### config.mk
export PLATFORM = sky130hd
export DESIGN_NAME = pipe_stage_skid
export DESIGN_NICKNAME = d
export VERILOG_FILES = /design/src/rtl/pipe_stage_skid.sv
export SDC_FILE = /design/constraint.sdc
export NUM_CORES = 1
export LEC_CHECK = 0
export BUFFER_PORTS_ARGS = -buffer_cell sky130_fd_sc_hd__buf_2
export CAP_MARGIN = 20
export CORE_MARGIN = 2
export CORE_UTILIZATION = 45
export CTS_BUF_LIST = sky130_fd_sc_hd__clkbuf_8
export CTS_CLUSTER_SIZE = 16
export DETAILED_ROUTE_END_ITERATION = 7
export MAX_ROUTING_LAYER = met4
export PLACE_DENSITY = 0.71
export SLEW_MARGIN = 20
export SYNTH_ARGS = -nofsm -noshare
export SYNTH_HDL_FRONTEND = slang
export SYNTH_SLANG_ARGS = --single-unit
export TNS_END_PERCENT = 30
### constraint.sdc
create_clock -name clk -period 1.6 [get_ports clk]
set_clock_uncertainty 0.05 [all_clocks]
set_input_delay 0 -clock clk [delete_from_list [all_inputs] [get_ports clk]]
set_output_delay 0 -clock clk [all_outputs]
set_load 0.03 [all_outputs]
### src/rtl/pipe_stage_skid.sv
// Pipeline stage register with valid/ready handshake and a 2-entry skid buffer.
// Outputs come straight from flops; an empty or flushed stage presents a NOP bubble.
module pipe_stage_skid #(
  parameter int                 ADDR_W  = 32,
  parameter int                 DATA_W  = 32,
  parameter logic [DATA_W-1:0]  NOP_VAL = 32'h00000013,
  parameter int                 CNT_W   = 16
) (
  input  logic              clk,
  input  logic              rst,
  input  logic              flush_i,
  input  logic              in_valid_i,
  output logic              in_ready_o,
  input  logic [ADDR_W-1:0] in_addr_i,
  input  logic [DATA_W-1:0] in_data_i,
  output logic              out_valid_o,
  input  logic              out_ready_i,
  output logic [ADDR_W-1:0] out_addr_o,
  output logic [DATA_W-1:0] out_data_o,
  output logic [CNT_W-1:0]  stall_cnt_o
);

  typedef enum logic [1:0] {
    ST_EMPTY = 2'd0,
    ST_ONE   = 2'd1,
    ST_TWO   = 2'd2
  } state_t;

  state_t              state_r;
  logic                out_valid_r;
  logic                in_ready_r;
  logic [ADDR_W-1:0]   main_addr_r;
  logic [DATA_W-1:0]   main_data_r;
  logic [ADDR_W-1:0]   skid_addr_r;
  logic [DATA_W-1:0]   skid_data_r;
  logic [CNT_W-1:0]    stall_cnt_r;
  logic                accept_s;
  logic                drain_s;

  assign accept_s = in_valid_i & in_ready_r;
  assign drain_s  = out_valid_r & out_ready_i;

  assign in_ready_o  = in_ready_r;
  assign out_valid_o = out_valid_r;
  assign out_addr_o  = main_addr_r;
  assign out_data_o  = main_data_r;
  assign stall_cnt_o = stall_cnt_r;

  // Stage FSM: main/skid storage, handshake flags and saturating stall counter.
  always_ff @(posedge clk) begin
    if (rst) begin
      state_r     <= ST_EMPTY;
      out_valid_r <= 1'b0;
      in_ready_r  <= 1'b1;
      main_addr_r <= {ADDR_W{1'b0}};
      main_data_r <= NOP_VAL;
      skid_addr_r <= {ADDR_W{1'b0}};
      skid_data_r <= NOP_VAL;
      stall_cnt_r <= {CNT_W{1'b0}};
    end else begin
      // Counter keeps running through flushes; only rst clears it.
      if (out_valid_r && !out_ready_i && !(&stall_cnt_r)) begin
        stall_cnt_r <= stall_cnt_r + {{(CNT_W-1){1'b0}}, 1'b1};
      end else begin
        stall_cnt_r <= stall_cnt_r;
      end

      if (flush_i) begin
        state_r     <= ST_EMPTY;
        out_valid_r <= 1'b0;
        in_ready_r  <= 1'b1;
        main_addr_r <= {ADDR_W{1'b0}};
        main_data_r <= NOP_VAL;
        skid_addr_r <= {ADDR_W{1'b0}};
        skid_data_r <= NOP_VAL;
      end else begin
        case (state_r)
          ST_EMPTY: begin
            if (accept_s) begin
              state_r     <= ST_ONE;
              out_valid_r <= 1'b1;
              main_addr_r <= in_addr_i;
              main_data_r <= in_data_i;
            end else begin
              state_r     <= ST_EMPTY;
            end
          end
          ST_ONE: begin
            if (accept_s && drain_s) begin
              main_addr_r <= in_addr_i;
              main_data_r <= in_data_i;
            end else if (accept_s) begin
              state_r     <= ST_TWO;
              in_ready_r  <= 1'b0;
              skid_addr_r <= in_addr_i;
              skid_data_r <= in_data_i;
            end else if (drain_s) begin
              state_r     <= ST_EMPTY;
              out_valid_r <= 1'b0;
              main_addr_r <= {ADDR_W{1'b0}};
              main_data_r <= NOP_VAL;
            end else begin
              state_r     <= ST_ONE;
            end
          end
          ST_TWO: begin
            if (drain_s) begin
              state_r     <= ST_ONE;
              in_ready_r  <= 1'b1;
              main_addr_r <= skid_addr_r;
              main_data_r <= skid_data_r;
              skid_addr_r <= {ADDR_W{1'b0}};
              skid_data_r <= NOP_VAL;
            end else begin
              state_r     <= ST_TWO;
            end
          end
          default: begin
            state_r     <= ST_EMPTY;
            out_valid_r <= 1'b0;
            in_ready_r  <= 1'b1;
            main_addr_r <= {ADDR_W{1'b0}};
            main_data_r <= NOP_VAL;
            skid_addr_r <= {ADDR_W{1'b0}};
            skid_data_r <= NOP_VAL;
          end
        endcase
      end
    end
  end

endmodule

==> out/metrics.cfg <==
[place]
pre_cts_ws_ns = -0.07711
place_congestion = 0.8975
dp_hpwl_um = 11720
port_buffers = 150
dp_cells = 967

[outcome]
violations = setup timing
outcome = finished, violations left

[detailed_routing]
drtPass1Iterations = 6
drtAntennaViolNets = 0
vias_per_cell = 6.042
drtIter0Drc = 616
routed_wl_um = 19880
wire_per_inst_um = 18.44
drc = 0
vias = 6513

[layout]
drive_above_1_share_pct = 36.45
instances_no_fill = 1078
final_nets = 957
fill_cells = 1063
syn_to_final_growth_pct = 40.23
final_core_util_pct = 64.91

[min_path]
hp-start = in_valid_i
hold_path.class = in2reg

[timing]
timing_hold_violations_final = 0
fin_crit_ns = 1.622
fin_ws_ns = -0.02222
finalCritPeriodShare_pct = 101.4
worstMarginPinSlew_ns = 0.4194
slew_violations = 0
fmax_mhz = 616.4
relSlewSlack_pct = 72.04
setup_violations = 1
rsz0062_at_grt = yes
tns_ns = -0.02222

[logic_synthesis]
async_reset_ff_share_pct = 0
synth_edf_count = 0
synthesis.nets = 731
synth_flop_cell = dfxtp_1
synthDistinctLibCells = 55
synth_cells = 661
synth_warnings = 0
ys_seq_elements = 148
synth_area_sq_um = 6450
synth.avg_cell_area_sq_um = 9.758
ys_seq_area_share_pct = 45.94

[pwr]
leakagePower_nw = 3.592
powerDensity_nw_per_um2 = 843.3
p_total_w = 0.007628
ir_drop_v = 0.0005586

[clocking]
path_clk_slew_ns = 0.07
cts_buffers = 17
cts.sinks = 148
htreeDepth = 4
clock_path_buffers = 2
cts_tree = built
clk_latency_ns = 0.43
cts_root_buffer = clkbuf_8

[die]
row_count = 43
core_sq_um = 13930
die_w_um = 123.7
die-area_sq_um = 15310
ios = 151
initial_core_util_pct = 46.29
die_h_um = 123.7

[grt]
grt_pass1_wl_um = 29700
antenna_found_initial = 0
grt_max_degree = 113
gr-usage-all-layers_pct = 25.26
grt_pass1_vias = 6221
grt_remaining_overflow = 0

[setup_path]
crit_required_ns = 1.91
critical_path_arrival_ns = 1.93
r2r_start = stall_cnt_o[1]
end_kind = register
crit_type = reg2reg
cp-start-kind = register
path_max_fanout = 4
crit_start = stall_cnt_o[1]

[flow_run]
maxCapViolCount = 0

-- logic make-up after synthesis --
kind of cell | after synthesis | share of synthesized area [%]
adder cells (fa/ha/maj) | 1 | 0.1940
AND/OR/NAND/NOR | 140 | 15.44
AO/OA/AOI/OAI | 287 | 31.23
flip-flops | 148 | 45.94
XOR/XNOR | 1 | 0.1358
buffers and inverters | 76 | 5.703
multiplexers | 8 | 1.358
-- area by class of cell --
type	instances	area, sq um	share of cell area [%]
multi-input combinational	437	3358	37.13
inverter	2	7.507	0.08300
clock inverter	8	63.81	0.7055
timing repair buffer	281	2088	23.09
sequential	148	3010	33.28
clock buffer	21	289.0	3.195
tap	180	225.2	2.490
antenna	1	2.502	0.02767
-- layout by cell type (no fill, tap or decap), types with 4 or more instances in the layout --
master	count
buf_2	150
dfxtp_1	128
o21ai_0	70
a21oi_1	69
dlygate4sd3_1	67
nand4b_1	63
a22oi_1	61
buf_4	47
o2bb2ai_1	33
o2bb2ai_2	28
clkbuf_8	21
nor2_1	14
dfxtp_2	11
dfxtp_4	9
buf_12	9
nand3_1	7
inv_1	6
nand2b_1	5
nor2b_1	5
mux2_2	5
buf_6	5
nand4_1	4
nor4_1	4
nand2_1	4
nor4_4	4
-- through the flow --
stage / cell area (sq um) / hold WS [ns]
5_1_grt: 9042 / 0.04643
2_1_floorplan: 6526 / 0.09587
3_5_place_dp: 7680 / 0.2410
3_3_place_gp: 7680 / 0.2346
4_1_cts: 8775 / 0.003673
6_report: 9045 / 0.04347
-- power by group --
group	leakage (nW)	internal, W	switching (W)
logic	2.18	0.000468	0.000695
registers	1.21	0.00376	0.0000612
clock network	0.198	0.00134	0.00130
total	3.59	0.00557	0.00206
-- critical path: stages (launching register included) --
cell	delay, ns
dfxtp_4	0.37
ha_4	0.17
nand3b_1	0.18
buf_4	0.20
or4_4	0.48
a21oi_2	0.12
-- sequential cells by signal (all words and copies together), names as in the netlist --
register and count:
skid_addr_r 32, out_addr_o 32, stall_cnt_o 16, out_data_o 32, in_ready_o 1, state_r 2, skid_data_r 32, out_valid_o 1
-- what timing repair did --
| item | CTS | global route |
|---|---|---|
| cloned | 0 | 3 |
| pin swaps | 2 | 11 |
| hold buffers | 67 | 0 |
| hold endpoints to repair | 140 | 0 |
| resized for setup | 7 | 30 |
| setup buffers | 4 | 7 |
| endpoints found under the setup margin | 13 | 49 |
-- metal layers --
layer | up-vias | GRT usage, % | share of wire (%)
li1 | 3008 | - | -
met1 | 3165 | 30.75 | 43
met2 | 297 | 40.80 | 49
met3 | 43 | 5.174 | 6.4
met4 | 0 | 10.72 | 2.1
met5 | - | - | 0
-- final timing paths --
path | to | cells past startpoint | slack [ns]
worst max-delay path | stall_cnt_o[8] | 5 | -0.02
worst min-delay path | out_data_o[4] | 5 | 0.04
worst max register to register | stall_cnt_o[8] | 5 | -0.02
worst min register to register | out_data_o[8] | 1 | 0.41
-- cell usage after synthesis (8+ instances only) --
| cell | instances | area share [%] |
|---|---|---|
| nor4_1 | 8 | 0.78 |
| a21oi_1 | 73 | 5.7 |
| buf_2 | 9 | 0.70 |
| dfxtp_1 | 148 | 46 |
| clkbuf_1 | 52 | 3.0 |
| nand3_1 | 9 | 0.70 |
| o2bb2ai_2 | 20 | 4.7 |
| nor2_1 | 16 | 0.93 |
| o21ai_0 | 70 | 5.4 |
| buf_6 | 9 | 1.6 |
| a22oi_1 | 61 | 7.1 |
| o2bb2ai_1 | 41 | 5.6 |
| nand4b_1 | 63 | 8.6 |
(Power assumes the default switching activity.)
